### src/rtl/tape_boot_packer.sv
// Packs a host byte stream into 32-bit big-endian words for the tape RAM loader.
// Optional idle auto-flush is compiled in with `define TAPE_PACKER_TIMEOUT_EN.
`timescale 1ns/1ps
module tape_boot_packer #(
    parameter int          MAX_WORDS      = 4096,
    parameter logic [7:0]  PAD_BYTE       = 8'h80,
    parameter int          TIMEOUT_CYCLES = 5000000
) (
    input  logic        ram_clk,
    input  logic        reset,
    input  logic        file_start,
    input  logic        file_end,
    input  logic [7:0]  byte_in,
    input  logic        byte_valid,
    output logic        byte_ready,
    output logic [31:0] bootdata,
    output logic        bootdata_req,
    input  logic        bootdata_ack,
    output logic        busy,
    output logic        file_done,
    output logic [12:0] word_count,
    output logic        overflow
);

    typedef enum logic [1:0] {IDLE, FILL, FLUSH, DRAIN} state_t;

    state_t      state_q, state_d;
    logic [1:0]  lane_q, lane_d;
    logic [31:0] asm_q, asm_d;
    logic [31:0] bootdata_q, bootdata_d;
    logic        req_q, req_d;
    logic        file_done_q, file_done_d;
    logic        overflow_q, overflow_d;
    logic [12:0] word_count_q, word_count_d;
    logic [12:0] issued_q, issued_d;

    logic [31:0] packed_word;
    logic [31:0] pad_word;
    logic        accept;
    logic        full;
    logic        out_free;
    logic        ack_take;
    logic        end_evt;

    // packed_word: assembly with byte_in dropped into the current lane.
    // pad_word: assembly with the current lane and everything after it padded.
    generate
        for (genvar gi = 0; gi < 4; gi++) begin : g_lane
            assign packed_word[31-8*gi -: 8] = (lane_q == 2'(gi)) ? byte_in  : asm_q[31-8*gi -: 8];
            assign pad_word[31-8*gi -: 8]    = (2'(gi) >= lane_q) ? PAD_BYTE : asm_q[31-8*gi -: 8];
        end
    endgenerate

    assign ack_take   = req_q && bootdata_ack;
    assign out_free   = !req_q || bootdata_ack;
    assign byte_ready = (state_q == FILL) && !(lane_q == 2'd3 && req_q && !bootdata_ack);
    assign accept     = byte_valid && byte_ready;
    // issued counts every word loaded for output, so it covers acked plus in-flight words
    assign full       = issued_q >= 13'(MAX_WORDS);

`ifdef TAPE_PACKER_TIMEOUT_EN
    logic [22:0] idle_cnt_q, idle_cnt_d;
    logic        timeout;

    assign timeout = (state_q == FILL) && !accept && (idle_cnt_q >= 23'(TIMEOUT_CYCLES - 1));
    assign end_evt = file_end || timeout;

    always_comb begin
        idle_cnt_d = '0;
        if (state_q == FILL && !accept && !file_start) begin
            idle_cnt_d = idle_cnt_q + 23'd1;
        end
    end

    always_ff @(posedge ram_clk) begin
        if (reset) begin
            idle_cnt_q <= '0;
        end else begin
            idle_cnt_q <= idle_cnt_d;
        end
    end
`else
    assign end_evt = file_end;
`endif

    always_comb begin
        state_d      = state_q;
        lane_d       = lane_q;
        asm_d        = asm_q;
        bootdata_d   = bootdata_q;
        req_d        = req_q;
        word_count_d = word_count_q;
        issued_d     = issued_q;
        overflow_d   = overflow_q;
        file_done_d  = 1'b0;

        if (ack_take) begin
            req_d        = 1'b0;
            word_count_d = word_count_q + 13'd1;
        end

        case (state_q)
            IDLE: begin
            end
            FILL: begin
                if (accept) begin
                    if (full) begin
                        overflow_d = 1'b1;
                    end else if (lane_q == 2'd3) begin
                        asm_d      = packed_word;
                        bootdata_d = packed_word;
                        req_d      = 1'b1;
                        issued_d   = issued_q + 13'd1;
                        lane_d     = 2'd0;
                    end else begin
                        asm_d  = packed_word;
                        lane_d = lane_q + 2'd1;
                    end
                end
                if (end_evt) begin
                    state_d = (lane_d != 2'd0) ? FLUSH : DRAIN;
                end
            end
            FLUSH: begin
                if (overflow_q || full) begin
                    state_d = DRAIN;
                end else if (out_free) begin
                    bootdata_d = pad_word;
                    req_d      = 1'b1;
                    issued_d   = issued_q + 13'd1;
                    lane_d     = 2'd0;
                    state_d    = DRAIN;
                end
            end
            DRAIN: begin
                if (!req_q) begin
                    file_done_d = 1'b1;
                    state_d     = IDLE;
                end
            end
            default: state_d = IDLE;
        endcase

        // A new file aborts whatever is in progress, including a pending word
        if (file_start) begin
            state_d      = FILL;
            lane_d       = 2'd0;
            asm_d        = '0;
            req_d        = 1'b0;
            word_count_d = '0;
            issued_d     = '0;
            overflow_d   = 1'b0;
            file_done_d  = 1'b0;
        end
    end

    always_ff @(posedge ram_clk) begin
        if (reset) begin
            state_q      <= IDLE;
            lane_q       <= 2'd0;
            asm_q        <= '0;
            bootdata_q   <= '0;
            req_q        <= 1'b0;
            word_count_q <= '0;
            issued_q     <= '0;
            overflow_q   <= 1'b0;
            file_done_q  <= 1'b0;
        end else begin
            state_q      <= state_d;
            lane_q       <= lane_d;
            asm_q        <= asm_d;
            bootdata_q   <= bootdata_d;
            req_q        <= req_d;
            word_count_q <= word_count_d;
            issued_q     <= issued_d;
            overflow_q   <= overflow_d;
            file_done_q  <= file_done_d;
        end
    end

    assign bootdata     = bootdata_q;
    assign bootdata_req = req_q;
    assign busy         = (state_q != IDLE);
    assign file_done    = file_done_q;
    assign word_count   = word_count_q;
    assign overflow     = overflow_q;

endmodule

### config.mk
export PLATFORM = sky130hd
export DESIGN_NAME = tape_boot_packer
export DESIGN_NICKNAME = d
export VERILOG_FILES = /design/src/rtl/tape_boot_packer.sv
export SDC_FILE = /design/constraint.sdc
export NUM_CORES = 1
export LEC_CHECK = 0
export BUFFER_PORTS_ARGS = -buffer_cell sky130_fd_sc_hd__buf_2
export CAP_MARGIN = 15
export CORE_UTILIZATION = 45
export CTS_BUF_LIST = sky130_fd_sc_hd__clkbuf_4
export DETAILED_ROUTE_END_ITERATION = 10
export PLACE_DENSITY = 0.72
export SYNTH_ARGS = -nofsm -noshare
export SYNTH_HDL_FRONTEND = slang
export SYNTH_SLANG_ARGS = --single-unit
### constraint.sdc
create_clock -name ram_clk -period 4.92 [get_ports ram_clk]
set_input_delay 0.492 -clock ram_clk [delete_from_list [all_inputs] [get_ports ram_clk]]
set_output_delay 0.492 -clock ram_clk [all_outputs]
set_load 0.05 [all_outputs]
==> run metrics, run 1 <==
Max Slew Vio Count=0; Mapped Avg Cell Area=8.540 um^2; global-route wire length before repair=15680 um; crit-path cells=ha_1, nand3b_1, o21ai_4, nand3_4, or4_1, a21oi_1; initial core utilization=47.35%; Post-Syn Area=4210 um^2; clock sink total=97; worst-margin pin slew=0.7168 ns; clock share of power=26.5%; Critical Path RT=5.31 ns; R2R depth=6; grt total ovfl=0; Finish-stage setup viols=0; Max Freq=0.3513 GHz; status=finished clean; die area=9747 um^2; Syn Nets=519; num rows=34; Post-CTS Resized=0; drc violations=0; Final Critical Period=2.846 ns; reg2reg setup slack=2.07 ns; final hold viol count=0; CTS H-tree depth=3; TNS Setup=0 ns; DR WL/cell=14.28 um; final wirelength=9296 um; largest net degree at the start of global routing=65; hold buffer count at CTS=0; RR Startpoint=lane_q[0]; clk_lat worst skew=0.45 ns; number of buffers created by CTS=9; initial antenna violation count=0; fraction of layout cells with a size suffix above 1=16.02%; critical-path maximum fanout=46; HP Class=input port to register; Nets=565; via count=3658; HPWL after DPL=6127 um; Distinct cells, synth=41; crit path launch=lane_q[0]; Final Cycle Share=57.85%; initial DRC count=204; clk root buf=clkbuf_4; switch share=33.02%; postcts setup bufs=0; post-route ant nets=0; end of the critical path=issued_q[12]; Power Internal=1.064 mW; Synth top area share=46.12%; crit end category=register; CTS tree=built; Startpoint Class=register; clock-pin slew on the worst setup and hold paths=0.15 ns; Switch Pwr=0.5245 mW; sequential fraction of the synthesis area=46.12%; TritonRoute pass-1 iters=4; Relative slew margins=52.21%; power density cells=337.3 nW/um^2; Worst path max stage delay=0.65 ns; area grow syn2layout=11.83%; Final Wtd Congestion=0.8160; gr usage total=20.06%; Max Cap Viol=0; io pins=64; worst vdd ir=0.1663 mV; PortBufs=63; total chip power=1.588 mW; worst setup path class=register to register; Synth area leader=dfxtp_1; Ys Warns=0; Filler cells=842; Vias/cell=5.619; ant diodes=0; largest cells by area after synthesis=dfxtp_1, a21oi_1, nand2_1; Syn Inst Count=493; Worst Path Arrival=3.24 ns; number of global-route vias before repair=3408; buffer levels on the longest clock path=2; core area=8891 um^2; combinational share of power=20.7%; die width=98.73 um; Worst path slowest cell=ha_1; Reg2Reg Capture Point=issued_q[12]; RSZ-0062 raised after global routing=false; static leakage=1.736 nW; Worst Clk Skew=0.01430 ns; die height=98.73 um; sequential power share=52.9%; register bit total from synthesis=97
critical path: cells and delay by family, from the launching register on:
family	cells	cell delay, ns
DFF	1	0.44
adders and majority gates	1	0.65
and+or+nand+nor	3	1.29
AOI/OAI and AO/OA	2	0.42
area by class of cell:
class | count | area [um^2] | share of cell area, %
Clock inverter | 6 | 67.56 | 1.435
Inverter | 17 | 63.81 | 1.355
Tap cell | 108 | 135.1 | 2.870
Multi-Input combinational cell | 348 | 2062 | 43.79
Clock buffer | 9 | 67.56 | 1.435
Sequential cell | 97 | 1942 | 41.24
Timing Repair Buffer | 66 | 370.4 | 7.866
worst min path at each step:
stage                 from           to  cells after the start
2_1_floorplan    asm_q[10]    asm_q[10]                      2
3_3_place_gp   bootdata[1]  bootdata[1]                      2
3_5_place_dp   bootdata[3]  bootdata[3]                      2
4_1_cts         file_start   state_q[0]                      2
5_1_grt         file_start   state_q[0]                      2
6_report        file_start   state_q[0]                      2
sequential cells by signal, summed over array words and instances, names as in the netlist:
name,count
asm_q,32
word_count,13
bootdata_req,1
state_q,2
file_done,1
overflow,1
bootdata,32
issued_q,13
lane_q,2
metal layers:
| layer | vias up | track usage (%) | part of all wire (%) |
|---|---|---|---|
| met1 | 1689 | 24.08 | 45 |
| met3 | 14 | 4.113 | 4.7 |
| met4 | 0 | 7.233 | 1.9 |
| li1 | 1846 | - | - |
| met5 | - | 0 | 0 |
| met2 | 109 | 35.54 | 48 |
through the flow:
| stage | util [%] | area, um^2 | hold slack [ns] | instances | worst slack [ns] |
|---|---|---|---|---|---|
| detailed placement | 50.90 | 4526 | 0.4408 | 634 | 1.857 |
| floorplan | - | 4210 | 0.4361 | 493 | 2.830 |
| global placement | 50.90 | 4526 | 0.4382 | 634 | 2.002 |
| global route | 52.96 | 4708 | 0.3010 | 651 | 1.821 |
| CTS | 52.42 | 4661 | 0.2924 | 649 | 1.821 |
| finish | 52.96 | 4708 | 0.3056 | 651 | 2.074 |
placed cells by master, fill, tap and decap left out, drive strengths merged, types with 8 or more instances in the layout:
| cell type | synthesis | routed |
|---|---|---|
| clkbuf | 15 | 9 |
| mux2i | 9 | 9 |
| o21ai | 9 | 9 |
| or3 | 15 | 15 |
| dfxtp | 97 | 97 |
| nor3 | 24 | 24 |
| nor2 | 51 | 51 |
| ha | 12 | 12 |
| a211oi | 8 | 8 |
| nand4 | 11 | 11 |
| inv | 17 | 19 |
| buf | 16 | 66 |
| nand3 | 33 | 33 |
| nand2 | 53 | 53 |
| xor2 | 10 | 10 |
| a221oi | 21 | 21 |
| a21oi | 55 | 55 |
power groups by stage:
stage | sequential (mW) | combinational [mW] | clock [mW]
finish | 0.839 | 0.328 | 0.420
global route | 0.844 | 0.358 | 0.462
CTS | 0.841 | 0.319 | 0.433
detailed placement | 0.858 | 0.319 | 0
global placement | 0.856 | 0.313 | 0
floorplan | 0.955 | 0.154 | 0
cell usage after synthesis, drive strengths merged:
| master | count |
|---|---|
| dfxtp | 97 |
| a21oi | 55 |
| nand2 | 53 |
| nor2 | 51 |
| nand3 | 33 |
| nor3 | 24 |
| a221oi | 21 |
| inv | 17 |
| buf | 16 |
| clkbuf | 15 |
| or3 | 15 |
| ha | 12 |
| nand4 | 11 |
| xor2 | 10 |
| mux2i | 9 |
| o21ai | 9 |
| a211oi | 8 |
| and3 | 4 |
| o31ai | 4 |
| xnor2 | 4 |
| a311oi | 3 |
| nor2b | 3 |
| o221ai | 3 |
| or4 | 3 |
| and4 | 2 |
| nand3b | 2 |
| or2 | 2 |
| a21o | 1 |
| a31oi | 1 |
| and2 | 1 |
| nand2b | 1 |
| nand4b | 1 |
| nor3b | 1 |
| o41a | 1 |
logic make-up (layout without fill, tap and decap cells):
group	Yosys count	after routing	synth area share, %
flops	97	97	46.12
xor+xnor	14	14	2.912
simple gates	207	207	23.71
mux	9	9	2.140
fa+ha+maj	12	12	3.566
buf+inv	48	98	4.992
compound gates	106	106	16.55
(Power assumes the default switching activity.)
==> inputs of run 2 (changes only) <==
--- a/config.mk
+++ b/config.mk
@@ -5,12 +5,13 @@
 export SDC_FILE = /design/constraint.sdc
 export NUM_CORES = 1
 export LEC_CHECK = 0
+export ABC_AREA = 1
 export BUFFER_PORTS_ARGS = -buffer_cell sky130_fd_sc_hd__buf_2
 export CAP_MARGIN = 15
 export CORE_UTILIZATION = 45
 export CTS_BUF_LIST = sky130_fd_sc_hd__clkbuf_4
 export DETAILED_ROUTE_END_ITERATION = 10
-export PLACE_DENSITY = 0.72
+export PLACE_DENSITY = 0.73
 export SYNTH_ARGS = -nofsm -noshare
 export SYNTH_HDL_FRONTEND = slang
 export SYNTH_SLANG_ARGS = --single-unit
==> constraint.sdc (replaced) <==
create_clock -name ram_clk -period 2.35 [get_ports ram_clk]
set_input_delay 0.235 -clock ram_clk [delete_from_list [all_inputs] [get_ports ram_clk]]
set_output_delay 0.235 -clock ram_clk [all_outputs]
set_load 0.05 [all_outputs]
==> run metrics, run 2 <==
die width=103.8 um; core area=9910 um^2; Ys Warns=0; largest net degree at the start of global routing=61; Startpoint Class=register; initial core utilization=47.08%; Relative slew margins=64.26%; final wirelength=10740 um; register bit total from synthesis=97; num rows=36; Final Cycle Share=89.91%; status=finished clean; HP Class=input port to register; io pins=64; clock sink total=97; Cells after DPL=840; HPWL after DPL=7385 um; drc violations=0; power density cells=582.9 nW/um^2; Post-CTS Resized=0; via count=4396; DR WL/cell=12.55 um; Syn Inst Count=673; postcts setup bufs=0; number of global-route vias before repair=4034; Distinct cells, synth=33; initial antenna violation count=0; die height=103.8 um; Max Cap Viol=0; buffer levels on the longest clock path=2; Setup WS post-layout=0.2372 ns; Finished Layout Cells=856; Post-Syn Area=4666 um^2; ys async rst share=0%; Worst Clk Skew=0.01900 ns; sequential fraction of the synthesis area=41.62%; number of buffers created by CTS=9; top_reg_cell synth=dfxtp_1; number of synthesized flops with an enable pin=0; worst min-delay path startpoint=file_start; CTS tree=built; Finish-stage setup viols=0; static leakage=1.966 nW; critical-path maximum fanout=44; CTS H-tree depth=3; post-route ant nets=0; ant diodes=0; die area=10780 um^2; Worst Path Arrival=2.47 ns; most frequent cell after synthesis=nand2_1; worst vdd ir=0.2713 mV; Syn Nets=699; Max Freq=0.4733 GHz; Synth top area share=41.62%; worst-margin pin slew=0.5361 ns; largest cells by area after synthesis=dfxtp_1, nand2_1, a21oi_1; commonest non-fill, non-tap cell in the layout=nand2_1; crit end category=register; grt total ovfl=0; TritonRoute pass-1 iters=5; most frequent cells in the layout=nand2_1, dfxtp_1, a21oi_1; hold buffer count at CTS=0; gr usage total=20.44%; TNS Setup=0 ns; Final Wtd Congestion=0.8478; clock-pin slew on the worst setup and hold paths=0.15 ns; Critical Path RT=2.71 ns; RR Startpoint=state_q[1]; area grow syn2layout=10.51%; final hold viol count=0; post-place setup slack=0.2880 ns; Synth area leader=dfxtp_1; clk_lat worst skew=0.46 ns; worst setup path class=register to register; initial DRC count=157; Vias/cell=5.136; Mapped Avg Cell Area=6.933 um^2; RSZ-0062 raised after global routing=false; WHS=0.06332 ns; PortBufs=63; Nets=744; Max Slew Vio Count=0; global-route wire length before repair=18210 um; synth cell count leaders=nand2_1, dfxtp_1, a21oi_1; Final Critical Period=2.113 ns; crit path launch=state_q[1]; fraction of layout cells with a size suffix above 1=13.55%; clk root buf=clkbuf_4
==> run 2: critical path, stage by stage, from the launching register on <==
cell and delay (ns):
dfxtp_1 0.38, inv_1 0.09, ha_1 0.42, nand3_2 0.19, a21oi_4 0.21, nand3_4 0.10
buf_4 0.29, nor2_1 0.18, nand2_1 0.06, nand2_1 0.05, nor2_1 0.04
==> run 2: metrics by stage <==
stage / util, % / power, mW / area [um^2]
2_1_floorplan: - / 2.109 / 4666
5_1_grt: 52.03 / 3.149 / 5156
4_1_cts: 52.03 / 3.032 / 5156
3_5_place_dp: 50.77 / 2.196 / 5031
3_3_place_gp: 50.77 / 2.186 / 5031
6_report: 52.03 / 3.005 / 5156
==> run 2: layout make-up <==
class / count / area, um^2
Fill cell: 1038 / 4753
Multi-Input combinational cell: 484 / 2322
Sequential cell: 97 / 1942
Timing Repair Buffer: 72 / 395.4
Inverter: 54 / 205.2
Tap cell: 133 / 166.4
Clock buffer: 10 / 75.07
Clock inverter: 6 / 50.05
==> run 2: per-layer routing <==
metal	up-vias	GRT usage (%)	wire length [um]
met5	-	0	0
met4	0	7.653	159
met3	13	2.895	527
met2	109	34.57	5047
met1	2008	26.35	5009
li1	2266	-	-
==> run 2: final timing paths <==
kind                            cells past startpoint           to  slack [ns]
worst max-delay path                               10  issued_q[7]        0.24
worst min-delay path                                3   state_q[0]        0.06
worst max register to register                     10  issued_q[7]        0.24
worst min register to register                      2     asm_q[7]        0.46
==> run 2: report_power, final <==
part | internal [mW] | total [mW] | switching (mW)
Combinational | 0.114 | 0.467 | 0.353
Sequential | 1.68 | 1.69 | 0.0183
Clock | 0.243 | 0.845 | 0.601
Total | 2.03 | 3.01 | 0.972
==> run 2: logic make-up (layout without fill, tap and decap cells) <==
group                    count (synthesis)  after routing  share of synthesized area, %
AO/OA/AOI/OAI                          173            173                         19.31
XOR/XNOR                                11             11                         2.065
buffers and inverters                   92            142                         8.608
flip-flops                              97             97                         41.62
AND/OR/NAND/NOR                        288            288                         25.18
adder cells (fa/ha/maj)                 12             12                         3.218
==> inputs of run 3 (changes only) <==
--- a/config.mk
+++ b/config.mk
@@ -6,12 +6,12 @@
 export NUM_CORES = 1
 export LEC_CHECK = 0
 export ABC_AREA = 1
-export BUFFER_PORTS_ARGS = -buffer_cell sky130_fd_sc_hd__buf_2
 export CAP_MARGIN = 15
 export CORE_UTILIZATION = 45
 export CTS_BUF_LIST = sky130_fd_sc_hd__clkbuf_4
 export DETAILED_ROUTE_END_ITERATION = 10
-export PLACE_DENSITY = 0.73
+export DONT_BUFFER_PORTS = 1
+export PLACE_DENSITY = 0.68
 export SYNTH_ARGS = -nofsm -noshare
 export SYNTH_HDL_FRONTEND = slang
 export SYNTH_SLANG_ARGS = --single-unit
==> run metrics, run 3 (synthesis results as in run 2) <==
CTS H-tree depth=3; global-route wire length before repair=18500 um; clk_lat worst skew=0.44 ns; Filler cells=1008; num rows=36; critical-path maximum fanout=42; hold path cells=2; buffer levels on the longest clock path=2; Cells after DPL=785; area grow syn2layout=6.061%; Max Freq=0.4749 GHz; Worst Clk Skew=0.01605 ns; die height=103.8 um; clk root buf=clkbuf_4; via count=4268; Finish-stage setup viols=0; largest net degree at the start of global routing=65; RSZ-0062 raised after global routing=false; core area=9910 um^2; fraction of layout cells with a size suffix above 1=6.418%; HP Class=input port to register; clock sink total=97; DR WL/cell=13.57 um; Startpoint Class=register; Vias/cell=5.315; Max Cap Viol=0; Relative slew margins=52.76%; commonest non-fill, non-tap cell in the layout=nand2_1; die width=103.8 um; HPWL after DPL=7545 um; CTS tree=built; initial antenna violation count=0; Final Critical Period=2.106 ns; initial core utilization=47.08%; status=finished clean; most frequent cells in the layout=nand2_1, dfxtp_1, a21oi_1; TritonRoute pass-1 iters=5; final hold viol count=0; Max Slew Vio Count=0; gr usage total=20.93%; ant diodes=0; Nets=691; Critical Path RT=2.71 ns; die area=10780 um^2; Final Wtd Congestion=0.8440; initial DRC count=308; number of global-route vias before repair=3967; grt total ovfl=0; PortBufs=0; io pins=64; crit end category=register; R2R depth=7; TNS Setup=0 ns; worst-margin pin slew=0.7086 ns; number of buffers created by CTS=9; worst setup path class=register to register; Final Cycle Share=89.60%; drc violations=0; worst vdd ir=0.3319 mV; final wirelength=10900 um; post-route ant nets=0; power density cells=614.4 nW/um^2; static leakage=1.706 nW; Worst Path Arrival=2.47 ns; Finished Layout Cells=803; clock-pin slew on the worst setup and hold paths=0.14 ns
-- run 3: worst paths after layout --
check / startpoint / endpoint / slack [ns]
hold / removal: reset / state_q[0] / 0.06
hold reg to reg: asm_q[7] / asm_q[7] / 0.46
setup / recovery: lane_q[0] / bootdata[5] / 0.24
setup reg to reg: lane_q[0] / bootdata[5] / 0.24
-- run 3: per-stage QoR --
stage	utilization, %	cell area [um^2]	power, mW	hold WS [ns]	worst slack, ns
2_1_floorplan	-	4666	2.109	0.4042	0.5670
3_3_place_gp	48.19	4776	2.154	0.3091	0.2288
3_5_place_dp	48.19	4776	2.164	0.3114	0.1381
4_1_cts	49.89	4943	3.062	0.03816	0.08009
5_1_grt	49.94	4949	3.177	0.03700	0.003200
6_report	49.94	4949	3.040	0.05654	0.2444
-- run 3: worst max-delay path, stage by stage (launching register included) --
cell,delay (ns)
dfxtp_1,0.44
ha_1,0.37
inv_1,0.12
o21ai_1,0.29
nand3_4,0.27
inv_8,0.28
nand2_1,0.09
a21oi_1,0.16
-- run 3: power breakdown --
| part | switching (mW) | internal (mW) |
|---|---|---|
| clock | 0.547 | 0.348 |
| sequential | 0.0776 | 1.68 |
| combinational | 0.289 | 0.103 |
-- run 3: per-layer routing --
| metal | up-vias | global-route usage (%) | routed length [um] |
|---|---|---|---|
| met3 | 15 | 4.972 | 667 |
| li1 | 2168 | - | - |
| met4 | 0 | 9.694 | 172 |
| met2 | 128 | 33.38 | 5083 |
| met1 | 1957 | 26.67 | 4973 |
| met5 | - | 0 | 0 |
-- run 3: layout make-up --
type                            count  area [um^2]  share of cell area, %
Tap cell                          133        166.4                  3.363
Sequential cell                    97         1942                  39.24
Multi-Input combinational cell    484         2322                  46.93
Inverter                           54        210.2                  4.248
Clock buffer                       11        82.58                  1.669
Timing Repair Buffer               19        170.2                  3.439
Clock inverter                      5        55.05                  1.113
-- run 3: what timing repair did --
action                     in CTS  in global routing
hold buffers                    2                  0
setup buffers                   0                  0
setup endpoints to repair       0                 40
hold endpoints to repair       33                  0
resized for setup               0                  2
